--- src/rtl/lsu_pkg.sv ---
// Shared types and helpers for the load/store unit: FSM state encoding,
// FUNCT3 access codes and the access-size decode.
package lsu_pkg;

  typedef enum logic [2:0] {
    S_IDLE,
    S_CHECK,
    S_READ,
    S_WAIT,
    S_WRITE,
    S_FIN
  } lsu_state_t;

  localparam logic [2:0] F3_B  = 3'b000;
  localparam logic [2:0] F3_H  = 3'b001;
  localparam logic [2:0] F3_W  = 3'b010;
  localparam logic [2:0] F3_D  = 3'b011;
  localparam logic [2:0] F3_BU = 3'b100;
  localparam logic [2:0] F3_HU = 3'b101;
  localparam logic [2:0] F3_WU = 3'b110;

  // Access size in bytes; FUNCT3[1:0] encodes log2 of the size.
  function automatic logic [3:0] size_of(input logic [2:0] funct3);
    case (funct3[1:0])
      2'b00:   size_of = 4'd1;
      2'b01:   size_of = 4'd2;
      2'b10:   size_of = 4'd4;
      default: size_of = 4'd8;
    endcase
  endfunction

endpackage

--- src/rtl/lsu_lane_align.sv ---
// Little-endian lane datapath: extracts and extends a load from a memory
// doubleword, and merges store bytes into a doubleword for read-modify-write.
module lsu_lane_align
  import lsu_pkg::*;
(
  input  logic [63:0] word,
  input  logic [63:0] wdata,
  input  logic [2:0]  offset,
  input  logic [2:0]  funct3,
  output logic [63:0] load_data,
  output logic [63:0] store_data
);

  logic [63:0] shifted;
  int          lo;
  int          hi;

  always_comb begin
    shifted = word >> {offset, 3'b000};
    case (funct3)
      F3_B:    load_data = {{56{shifted[7]}}, shifted[7:0]};
      F3_H:    load_data = {{48{shifted[15]}}, shifted[15:0]};
      F3_W:    load_data = {{32{shifted[31]}}, shifted[31:0]};
      F3_BU:   load_data = {56'd0, shifted[7:0]};
      F3_HU:   load_data = {48'd0, shifted[15:0]};
      F3_WU:   load_data = {32'd0, shifted[31:0]};
      default: load_data = shifted;
    endcase
  end

  // Only bytes offset..offset+size-1 take store data; the rest keep the old word.
  always_comb begin
    lo         = int'(offset);
    hi         = lo + int'(size_of(funct3));
    store_data = word;
    for (int i = 0; i < 8; i++) begin
      if (i >= lo && i < hi) begin
        store_data[8*i +: 8] = wdata[8*(i-lo) +: 8];
      end
    end
  end

endmodule

--- src/rtl/load_store_unit.sv ---
// Multicycle load/store engine between the datapath and a 64-bit data memory;
// sub-doubleword stores are performed as read-modify-write.
module load_store_unit
  import lsu_pkg::*;
#(
  parameter int RD_LAT = 1,
  parameter int AW     = 64
) (
  input  logic          clk,
  input  logic          rst_n,
  input  logic          start,
  input  logic          is_store,
  input  logic [2:0]    funct3,
  input  logic [AW-1:0] addr,
  input  logic [63:0]   wdata,
  output logic          busy,
  output logic          done,
  output logic          err,
  output logic [63:0]   rdata,
  output logic [AW-1:0] mem_addr,
  output logic          mem_wr,
  output logic [63:0]   mem_wdata,
  input  logic [63:0]   mem_rdata
);

  localparam logic [7:0] LAT_M1 = 8'(RD_LAT - 1);

  lsu_state_t    state;
  logic          store_q;
  logic [2:0]    f3_q;
  logic [AW-1:0] addr_q;
  logic [63:0]   wdata_q;
  logic [7:0]    cnt;

  logic [2:0]    align_mask;
  logic          illegal;
  logic [63:0]   load_data;
  logic [63:0]   store_data;

  always_comb begin
    align_mask = size_of(f3_q)[2:0] - 3'd1;
    illegal    = ((addr_q[2:0] & align_mask) != 3'd0)
               || (f3_q == 3'b111)
               || (store_q && f3_q[2]);
  end

  assign mem_addr = {addr_q[AW-1:3], 3'b000};

  // The lane datapath works on the live read data so the extracted load and
  // the merged store word are registered on the same edge that ends the wait.
  lsu_lane_align u_align (
    .word       (mem_rdata),
    .wdata      (wdata_q),
    .offset     (addr_q[2:0]),
    .funct3     (f3_q),
    .load_data  (load_data),
    .store_data (store_data)
  );

  always_ff @(posedge clk or negedge rst_n) begin
    if (!rst_n) begin
      state     <= S_IDLE;
      store_q   <= 1'b0;
      f3_q      <= 3'd0;
      addr_q    <= '0;
      wdata_q   <= 64'd0;
      cnt       <= 8'd0;
      busy      <= 1'b0;
      done      <= 1'b0;
      err       <= 1'b0;
      rdata     <= 64'd0;
      mem_wr    <= 1'b0;
      mem_wdata <= 64'd0;
    end else begin
      done   <= 1'b0;
      mem_wr <= 1'b0;
      case (state)
        S_IDLE: begin
          if (start) begin
            store_q <= is_store;
            f3_q    <= funct3;
            addr_q  <= addr;
            wdata_q <= wdata;
            err     <= 1'b0;
            busy    <= 1'b1;
            state   <= S_CHECK;
          end
        end
        S_CHECK: begin
          if (illegal) begin
            err   <= 1'b1;
            done  <= 1'b1;
            state <= S_FIN;
          end else if (store_q && f3_q == F3_D) begin
            mem_wdata <= wdata_q;
            mem_wr    <= 1'b1;
            state     <= S_WRITE;
          end else begin
            state <= S_READ;
          end
        end
        S_READ: begin
          cnt   <= LAT_M1;
          state <= S_WAIT;
        end
        S_WAIT: begin
          if (cnt == 8'd0) begin
            if (store_q) begin
              mem_wdata <= store_data;
              mem_wr    <= 1'b1;
              state     <= S_WRITE;
            end else begin
              rdata <= load_data;
              done  <= 1'b1;
              state <= S_FIN;
            end
          end else begin
            cnt <= cnt - 8'd1;
          end
        end
        S_WRITE: begin
          done  <= 1'b1;
          state <= S_FIN;
        end
        S_FIN: begin
          busy  <= 1'b0;
          state <= S_IDLE;
        end
        default: state <= S_IDLE;
      endcase
    end
  end

endmodule

--- config.mk ---
export PLATFORM = sky130hd
export DESIGN_NAME = load_store_unit
export DESIGN_NICKNAME = d
export VERILOG_FILES = /design/src/rtl/lsu_pkg.sv /design/src/rtl/lsu_lane_align.sv /design/src/rtl/load_store_unit.sv
export SDC_FILE = /design/constraint.sdc
export NUM_CORES = 1
export LEC_CHECK = 0
export BUFFER_PORTS_ARGS = -buffer_cell sky130_fd_sc_hd__buf_2
export CORE_ASPECT_RATIO = 0.9
export CORE_MARGIN = 1
export CORE_UTILIZATION = 55
export CTS_CLUSTER_SIZE = 30
export DETAILED_ROUTE_END_ITERATION = 10
export PLACE_DENSITY = 0.81
export SLEW_MARGIN = 20
export SYNTH_ARGS = -nofsm -noshare
export SYNTH_HDL_FRONTEND = slang
export SYNTH_SLANG_ARGS = --single-unit
--- constraint.sdc ---
create_clock -name clk -period 3.9 [get_ports clk]
set_input_delay 0.39 -clock clk [delete_from_list [all_inputs] [get_ports clk]]
set_output_delay 0.39 -clock clk [all_outputs]
set_load 0.05 [all_outputs]
==> out/qor.yml <==
clkSlewWorstSetupHoldPaths_ps: 60
critical_path_depth: 8
rows: 61
ys.flop_type: "dfrtp_1"
dieArea_sq_um: 32900
clk_latency_ps: 570
synth_edf_count: 0
drt-initial-drc-count: 1948
htree_levels: 1
crit_chain: "nor2_1 -> ha_1 -> fa_1 -> or2_2 -> a21oi_1 -> a21o_1 -> a21oi_1 -> a21oi_1"
clockRootBuffer: "clkbuf_16"
cp_top_family: "compound AO/OA/AOI/OAI gates"
cts_tree: "done"
fin_crit_ps: 3290
grt_pass1_wl_mm: 92.3
min_path_type: "in2reg"
hold_viol: 0
route.detailed.drc: 0
io_pins: 395
hold_start: "addr[44]"
worstSetupPathType: "reg2reg"
reg2reg_to: "mem_wdata[35]"
drt_pass1_iterations: 6
grt_antenna_before_repair: 3
synth_warnings: 0
timing.rr.start: "f3_q[0]"
critPathBufInv: 0
cp.arrival_ps: 3780
die_x_um: 191
min_path_cells: 2
slew_viol_final: 0
ys_seq_area_share_pct: 38.9
cap_viol_max_count: 0
post_cts_buffers: 0
grt_start_max_net_pins: 102
netlist_top_cells_count: "275 x dfrtp_1, 198 x nand2_1, 153 x mux2_2"
place.gp.congestion: 1.00
synthToLayoutAreaGrowth_pct: 15.3
wl_per_cell_um: 26.6
setup_viol: 0
synthMostInstantiatedCell: "dfrtp_1"
nets: 2126
tns_ps: 0
postCtsHoldBufs: 1
min_period_over_period_pct: 84.3
synthCells: 1637
die_h_um: 172
yosysTopAreaCellShare_pct: 38.9
initial_core_util_pct: 56.6
numCtsBuffers: 29
routed_wl_mm: 62.4
synth.ff_latch_count: 275
endpoint_kind: "register"
dp_hpwl_mm: 45.0
drtAntennaViolNets: 0
fmax_mhz: 304
layout-drive-gt1-share_pct: 41.0
outcome: "completed"
rr_worst_depth: 8
tightestPinTransition_ps: 1090
grt_pass1_vias: 14900
slowest_delay_ps: 530
vias: 15600
synth.distinct_cells: 62
core-area_sq_um: 31300
clkSinkCount: 275
grt_overflow: 0
crit_slowest_cell: "a21o_1"
vias_per_cell: 6.65
clockBufferDepth: 3
reg2reg_setup_slack_ps: 610
syn-cell-area_sq_um: 17700
setup.worst_path.start_class: "register"
slew_headroom_pct: 27.2
crit_required_ps: 4390
track_usage_pct: 37.8
numPortBuffers: 391
yosys-top-cells-area: "dfrtp_1 39%, mux4_2 14%, mux2_2 9.7%"
crit_top_cell: "a21oi_1"
rsz0062_at_grt: "no"
holdPathEnd: "addr_q[44]"
synth_top_area_cell: "dfrtp_1"
cp_max_fo: 16
syn_avg_cell_area_sq_um: 10.8
cts.repair.resized: 0
fin_skew_ps: 11.7
synthArstFlopShare_pct: 100
worst max path at each step:
stage                   start            end  slack, ps
global placement      f3_q[0]  mem_wdata[32]        880
global route          f3_q[0]  mem_wdata[37]        440
finish                f3_q[0]  mem_wdata[35]        610
floorplan           addr_q[0]  mem_wdata[21]        840
CTS                   f3_q[0]  mem_wdata[35]        700
detailed placement    f3_q[0]  mem_wdata[33]        700
logic make-up after synthesis:
| kind of cell | share of synthesized area (%) |
|---|---|
| and+or+nand+nor | 11.5 |
| DFF | 38.9 |
| xor gates and xnor gates | 0.346 |
| AOI/OAI and AO/OA | 11.8 |
| muxes | 29.4 |
| other | 0.0212 |
| buffers and inverters | 6.63 |
| adders and majority gates | 1.38 |
layout by cell type, fill, tap and decap left out, types with 5 or more instances in the layout:
cell       count
a211oi_1      16
a21oi_1       77
a21oi_2       31
a221oi_1      15
a22oi_1        9
a31o_2         5
a31oi_1       13
and2_1        35
and3_1         8
buf_2        390
buf_4         38
clkbuf_1       9
clkbuf_16     29
dfrtp_1      273
ha_1          17
inv_1         11
mux2_2       153
mux2i_1      108
mux4_2       107
nand2_1      198
nand2b_1      11
nand3_1       23
nor2_1        75
nor2b_1       21
nor3_1        16
nor3b_1       15
o211ai_1      15
o21ai_0       83
o21ai_1       17
o21bai_1       8
o22ai_1        9
o31ai_1        9
or3_1         11
xor2_1         7
sequential cells by signal, summed over array words and instances (netlist names):
name and flops:
store_q 1, mem_wr 1, wdata_q 64, err 1, addr_q 64, state 3
rdata 64, mem_wdata 64, done 1, f3_q 3, cnt 8, busy 1
metal layers:
layer  GRT usage (%)  up-vias  wire [um]
met5               0        -          9
met1            52.9     7648      24000
met3            11.0      245       8210
li1                -     6474          -
met4            19.0        2       3760
met2            53.6     1210      26300
per-stage QoR:
step | util, % | instance area (sq um) | setup WS [ps] | instances | hold WS, ps
3_3_place_gp | 62.1 | 19400 | 879 | 2285 | 465
6_report | 65.3 | 20400 | 612 | 2341 | 52.7
4_1_cts | 65.3 | 20400 | 702 | 2339 | 37.2
2_1_floorplan | - | 17700 | 839 | 1639 | 94.4
5_1_grt | 65.3 | 20400 | 435 | 2339 | 39.1
3_5_place_dp | 62.1 | 19400 | 702 | 2285 | 476
worst register-to-register path, delay by kind of cell (launching register included):
| family | cells | cell delay [ps] |
|---|---|---|
| AOI/OAI and AO/OA | 4 | 1040 |
| adders and majority gates | 2 | 840 |
| DFF | 1 | 490 |
| and+or+nand+nor | 2 | 850 |
layout make-up:
class / instances / area, sq um
inverters: 14 / 53.8
multi-input cells: 1156 / 9690
clock inverters: 12 / 176
diodes: 2 / 5.00
fillers: 2498 / 10900
repair buffers: 432 / 2300
well taps: 409 / 512
clock buffers: 41 / 801
flip-flops and latches: 275 / 6890
Power is left out: the tool's default activity adds up to more than one toggle a clock period on the data nets, which glitch-free logic cannot reach.
